`src/rtl/axi_write_master.sv`:
```
// Burst-stream to AXI4 write converter: one AW beat, len+1 W beats, then waits for B.
// Only one transaction is ever outstanding.
module axi_write_master #(
    parameter int unsigned ADDR_W   = 32,
    parameter int unsigned DATA_W   = 32,
    parameter int unsigned AXI_ID_W = 1,
    parameter logic [AXI_ID_W-1:0] AXI_ID = '0
) (
    input  logic                  clk,
    input  logic                  rst,
    input  logic                  s_valid,
    output logic                  s_ready,
    input  logic [ADDR_W-1:0]     s_addr,
    input  logic [DATA_W-1:0]     s_wdata,
    input  logic [DATA_W/8-1:0]   s_wstrb,
    input  logic [7:0]            s_len,
    output logic                  busy,
    output logic                  error,
    input  logic                  err_clr,
    output logic [AXI_ID_W-1:0]   m_axi_awid,
    output logic [ADDR_W-1:0]     m_axi_awaddr,
    output logic [7:0]            m_axi_awlen,
    output logic [2:0]            m_axi_awsize,
    output logic [1:0]            m_axi_awburst,
    output logic                  m_axi_awvalid,
    input  logic                  m_axi_awready,
    output logic [DATA_W-1:0]     m_axi_wdata,
    output logic [DATA_W/8-1:0]   m_axi_wstrb,
    output logic                  m_axi_wlast,
    output logic                  m_axi_wvalid,
    input  logic                  m_axi_wready,
    input  logic [1:0]            m_axi_bresp,
    input  logic                  m_axi_bvalid,
    output logic                  m_axi_bready
);

    localparam int unsigned STRB_W = DATA_W / 8;
    localparam int unsigned SIZE   = $clog2(STRB_W);

    typedef enum logic [1:0] {
        IDLE = 2'd0,
        ADDR = 2'd1,
        DATA = 2'd2,
        RESP = 2'd3
    } state_t;

    state_t            state;
    state_t            state_nxt;
    logic [ADDR_W-1:0] addr_r;
    logic [7:0]        len_r;
    logic [7:0]        beat_cnt;
    logic              error_r;
    logic              last_beat;
    logic              beat_fire;
    logic              slverr_fire;
    logic              unused_bresp;

    // Only the SLVERR/DECERR bit of the response matters here.
    assign unused_bresp = m_axi_bresp[0];

    always_ff @(posedge clk or posedge rst) begin
        if (rst) begin
            state <= IDLE;
        end else begin
            state <= state_nxt;
        end
    end

    always_comb begin
        state_nxt     = state;
        m_axi_awvalid = 1'b0;
        m_axi_wvalid  = 1'b0;
        m_axi_wlast   = 1'b0;
        m_axi_bready  = 1'b0;
        s_ready       = 1'b0;
        last_beat     = (beat_cnt == len_r);
        beat_fire     = 1'b0;
        slverr_fire   = 1'b0;
        case (state)
            IDLE: begin
                if (s_valid) begin
                    state_nxt = ADDR;
                end
            end
            ADDR: begin
                m_axi_awvalid = 1'b1;
                if (m_axi_awready) begin
                    state_nxt = DATA;
                end
            end
            DATA: begin
                m_axi_wvalid = s_valid;
                m_axi_wlast  = last_beat;
                s_ready      = m_axi_wready;
                beat_fire    = s_valid && m_axi_wready;
                if (beat_fire && last_beat) begin
                    state_nxt = RESP;
                end
            end
            RESP: begin
                m_axi_bready = 1'b1;
                if (m_axi_bvalid) begin
                    slverr_fire = m_axi_bresp[1];
                    state_nxt   = IDLE;
                end
            end
            default: begin
                state_nxt = IDLE;
            end
        endcase
    end

    // Burst context is latched once in IDLE and held until the next burst.
    always_ff @(posedge clk or posedge rst) begin
        if (rst) begin
            addr_r   <= '0;
            len_r    <= '0;
            beat_cnt <= '0;
        end else if (state == IDLE && s_valid) begin
            addr_r   <= s_addr;
            len_r    <= s_len;
            beat_cnt <= '0;
        end else if (beat_fire) begin
            beat_cnt <= beat_cnt + 8'd1;
        end
    end

    // Sticky error; a new error wins over a simultaneous clear.
    always_ff @(posedge clk or posedge rst) begin
        if (rst) begin
            error_r <= 1'b0;
        end else if (slverr_fire) begin
            error_r <= 1'b1;
        end else if (err_clr) begin
            error_r <= 1'b0;
        end
    end

    assign busy          = (state != IDLE);
    assign error         = error_r;
    assign m_axi_awid    = AXI_ID;
    assign m_axi_awaddr  = addr_r;
    assign m_axi_awlen   = len_r;
    assign m_axi_awsize  = 3'(SIZE);
    assign m_axi_awburst = 2'b01;
    assign m_axi_wdata   = s_wdata;
    assign m_axi_wstrb   = s_wstrb;

endmodule
```
`config.mk`:
```
export PLATFORM = sky130hd
export DESIGN_NAME = axi_write_master
export DESIGN_NICKNAME = d
export VERILOG_FILES = /design/src/rtl/axi_write_master.sv
export SDC_FILE = /design/constraint.sdc
export NUM_CORES = 1
export LEC_CHECK = 0
export ABC_AREA = 0
export CAP_MARGIN = 10
export CORE_UTILIZATION = 36
export CTS_CLUSTER_DIAMETER = 200
export DETAILED_ROUTE_END_ITERATION = 12
export HOLD_SLACK_MARGIN = 0.08
export PLACE_DENSITY = 0.81
export SYNTH_ARGS = -nofsm -noshare
export SYNTH_HDL_FRONTEND = slang
export SYNTH_SLANG_ARGS = --single-unit
```
`constraint.sdc`:
```
create_clock -name clk -period 2.5 [get_ports clk]
set_input_delay 0.5 -clock clk [delete_from_list [all_inputs] [get_ports clk]]
set_output_delay 0.5 -clock clk [all_outputs]
set_load 0.01 [all_outputs]
```
==> flow_metrics.tcl <==
set metrics [dict create \
    ys_warn_count 0 \
    drc 0 \
    antenna_cells 0 \
    grt_pass1_vias 1841 \
    dr.pass1.iters 4 \
    cap_violations 0 \
    dpl_cell_area_mm2 0.003381 \
    start_kind "primary input" \
    powerDensity_mw_per_mm2 1118 \
    synth_top_family_by_area "multiplexers" \
    met3_length_um 589 \
    dieArea_mm2 0.007463 \
    clock_skew_ps 9.159 \
    synthToLayoutAreaGrowth_pct 36.51 \
    final_common_cell "clkdlybuf4s50_1" \
    drt_wl_total_mm 5.489 \
    outcome "complete, no violations" \
    gr-total-overflow 0 \
    netlist_instances 213 \
    yosys_register_bits 51 \
    cts_root_buf "clkbuf_8" \
    synth-simple-area-share_pct 7.711 \
    max_freq_mhz 427.0 \
    rows 30 \
    min_path_type "reg -> reg" \
    tns_ps 0 \
    path_clk_slew_ps 100 \
    timing.final.crit_period_ps 2342 \
    final.period_utilization_pct 93.68 \
    clkLatencyLatePin_ps 300 \
    final_antenna_net_count 0 \
    antenna_found_initial 0 \
    hpwl_mm 4.171 \
    cp.required_ps 2000 \
    globalRouteTotalUtil_pct 14.74 \
    synth.area.mux_share_pct 17.57 \
    synthAdderAreaFrac_pct 2.440 \
    cts_sinks 51 \
    start_util_pct 37.53 \
    crit_type "in -> out" \
    maxSlewHeadroom_pct 54.52 \
    regArea_mm2 0.001277 \
    slew_violations 0 \
    power_mw 3.912 \
    synth-compound-area-share_pct 2.343 \
    synthDistinctLibCells 30 \
    arrival_ps 1840 \
    finalWeightedCongestion 0.7821 \
    synth-edff-count 0 \
    setup_slack_ps 157.9 \
    via_per_inst 4.638 \
    portBuffers 94 \
    synth.yosys.seq_area_share_pct 49.78 \
    post-place-ws_ps 134.7 \
    cts_tree "built" \
    io_pins 174 \
    cts_made_buffers 5 \
    die_w_um 86.39 \
    mostFrequentLayoutCells "clkdlybuf4s50_1 (93), dfrtp_1 (50), mux2_2 (40), xor2_1 (11), buf_4 (9)" \
    yosys.area.top_type_share_pct 49.78 \
    yosys.area.top_type "dfrtp_1" \
    vdd_drop_max_v 0.0005302 \
    synth_top_flop_cell "dfrtp_1" \
    fin_hold_ws_ps 512.5 \
    dieHeight_um 86.39 \
    multi_input_area_um2 924.6 \
    core-area_mm2 0.006832 \
    synth_area_mm2 0.002564 \
    synthArstFlopShare_pct 100.0 \
    worst_pin_slew_ps 681.2 \
    grt_first_pass_wirelength_mm 8.590 \
    fin_cells 378 \
    hold_viol_final 0 \
    synth.area.top_cells "dfrtp_1 (50%), mux2_2 (18%), buf_4 (12%), xor2_1 (3.8%), ha_1 (2.4%)" \
    syn-mean-instance-area_um2 12.04 \
    num_vias 1753 \
    drt_iter0_drc 41 \
    power_leakage_nw 1.497 \
    cts_max_path_buffers 2 \
    post-route-util_pct 51.23 \
    crit_fanout 8 \
    setup_viol 0 \
    design_area_mm2 0.003500 \
    grt_max_degree 33 \
    htree_levels 2 \
    nFillCells 638 \
    synth_xor_area_share_pct 5.124 \
    top_layer_used "met4" \
    wire_per_inst_um 14.52 \
    dp_cells 367 \
    critPathCaptureType "output pin" \
    m1WireLength_mm 2.133 \
    final_nets 371 \
    rsz0062_at_grt "no" \
    met2_length_mm 2.704 \
    layout-drive-gt1-share_pct 23.76 \
]
## report_power, final
| part | total (mW) | internal (mW) | leakage [nW] | switching, mW |
|---|---|---|---|---|
| Sequential | 1.43 | 1.20 | 0.619 | 0.234 |
| Clock | 0.504 | 0.227 | 0.0516 | 0.277 |
| Combinational | 1.98 | 1.23 | 0.827 | 0.751 |
| Total | 3.91 | 2.65 | 1.50 | 1.26 |
## worst max-delay path, cell delays in order
cell	delay [ps]
clkdlybuf4s50_1	630
nand2_1	120
inv_1	70
clkdlybuf4s50_1	520
## registers in the layout, indices dropped and copies added (netlist names)
| signal | count |
|---|---|
| beat_cnt | 8 |
| error | 1 |
| m_axi_awaddr | 32 |
| m_axi_awlen | 8 |
| state | 2 |
## metal layers
layer / vias to the layer above / GRT usage (%)
li1: 804 / -
met5: - / 0
met3: 8 / 5.714
met2: 98 / 25.61
met4: 0 / 4.242
met1: 843 / 16.86
## final timing paths
check / from / endpoint / slack [ps] / cells past startpoint
worst min register to register: m_axi_awaddr[21]$_DFFE_PP0P_ / m_axi_awaddr[21]$_DFFE_PP0P_ / 510 / 1
worst max-delay path: s_valid / m_axi_wvalid / 160 / 4
max in group asynchronous: rst / beat_cnt[0]$_DFFE_PP0P_ / 1310 / 3
worst min-delay path: m_axi_awaddr[21]$_DFFE_PP0P_ / m_axi_awaddr[21]$_DFFE_PP0P_ / 510 / 1
worst max register to register: state[1]$_DFFE_PP0P_ / state[1]$_DFFE_PP0P_ / 540 / 6
min in group asynchronous: rst / m_axi_awaddr[19]$_DFFE_PP0P_ / 630 / 2
## Yosys cell counts, types with 2 or more instances
library cell   n
nand4_1        5
xor2_1        11
nor3_1         2
conb_1         2
xnor2_1        4
dfrtp_1       51
buf_4         42
nor2b_1        2
inv_1          9
nand2_1        4
buf_2          5
mux2_2        40
nor2_1         7
nor4_1         3
and3_2         3
a21oi_1        2
o21ai_0        3
nand3_1        2
ha_1           5
## layout make-up
cell class	instances	share of cell area (%)
Inverter	9	0.9653
Multi-Input combinational cell	109	26.42
Sequential cell	51	36.50
Clock buffer	6	2.360
Tap cell	96	3.432
Timing Repair Buffer	105	29.92
Clock inverter	2	0.3933
## repair_timing
action / 4_1_cts / 5_1_grt
hold buffers: 0 / 0
setup endpoints to repair: 1 / 0
setup buffers: 3 / 0
gates resized for setup: 2 / 0
## kinds of logic after synthesis
logic type	Yosys count
buffers and inverters	57
DFF	51
muxes	40
and+or+nand+nor	34
xor gates and xnor gates	15
AOI/OAI and AO/OA	9
adders and majority gates	5
other	2
Note: power is estimated with default switching activity, not from simulation.
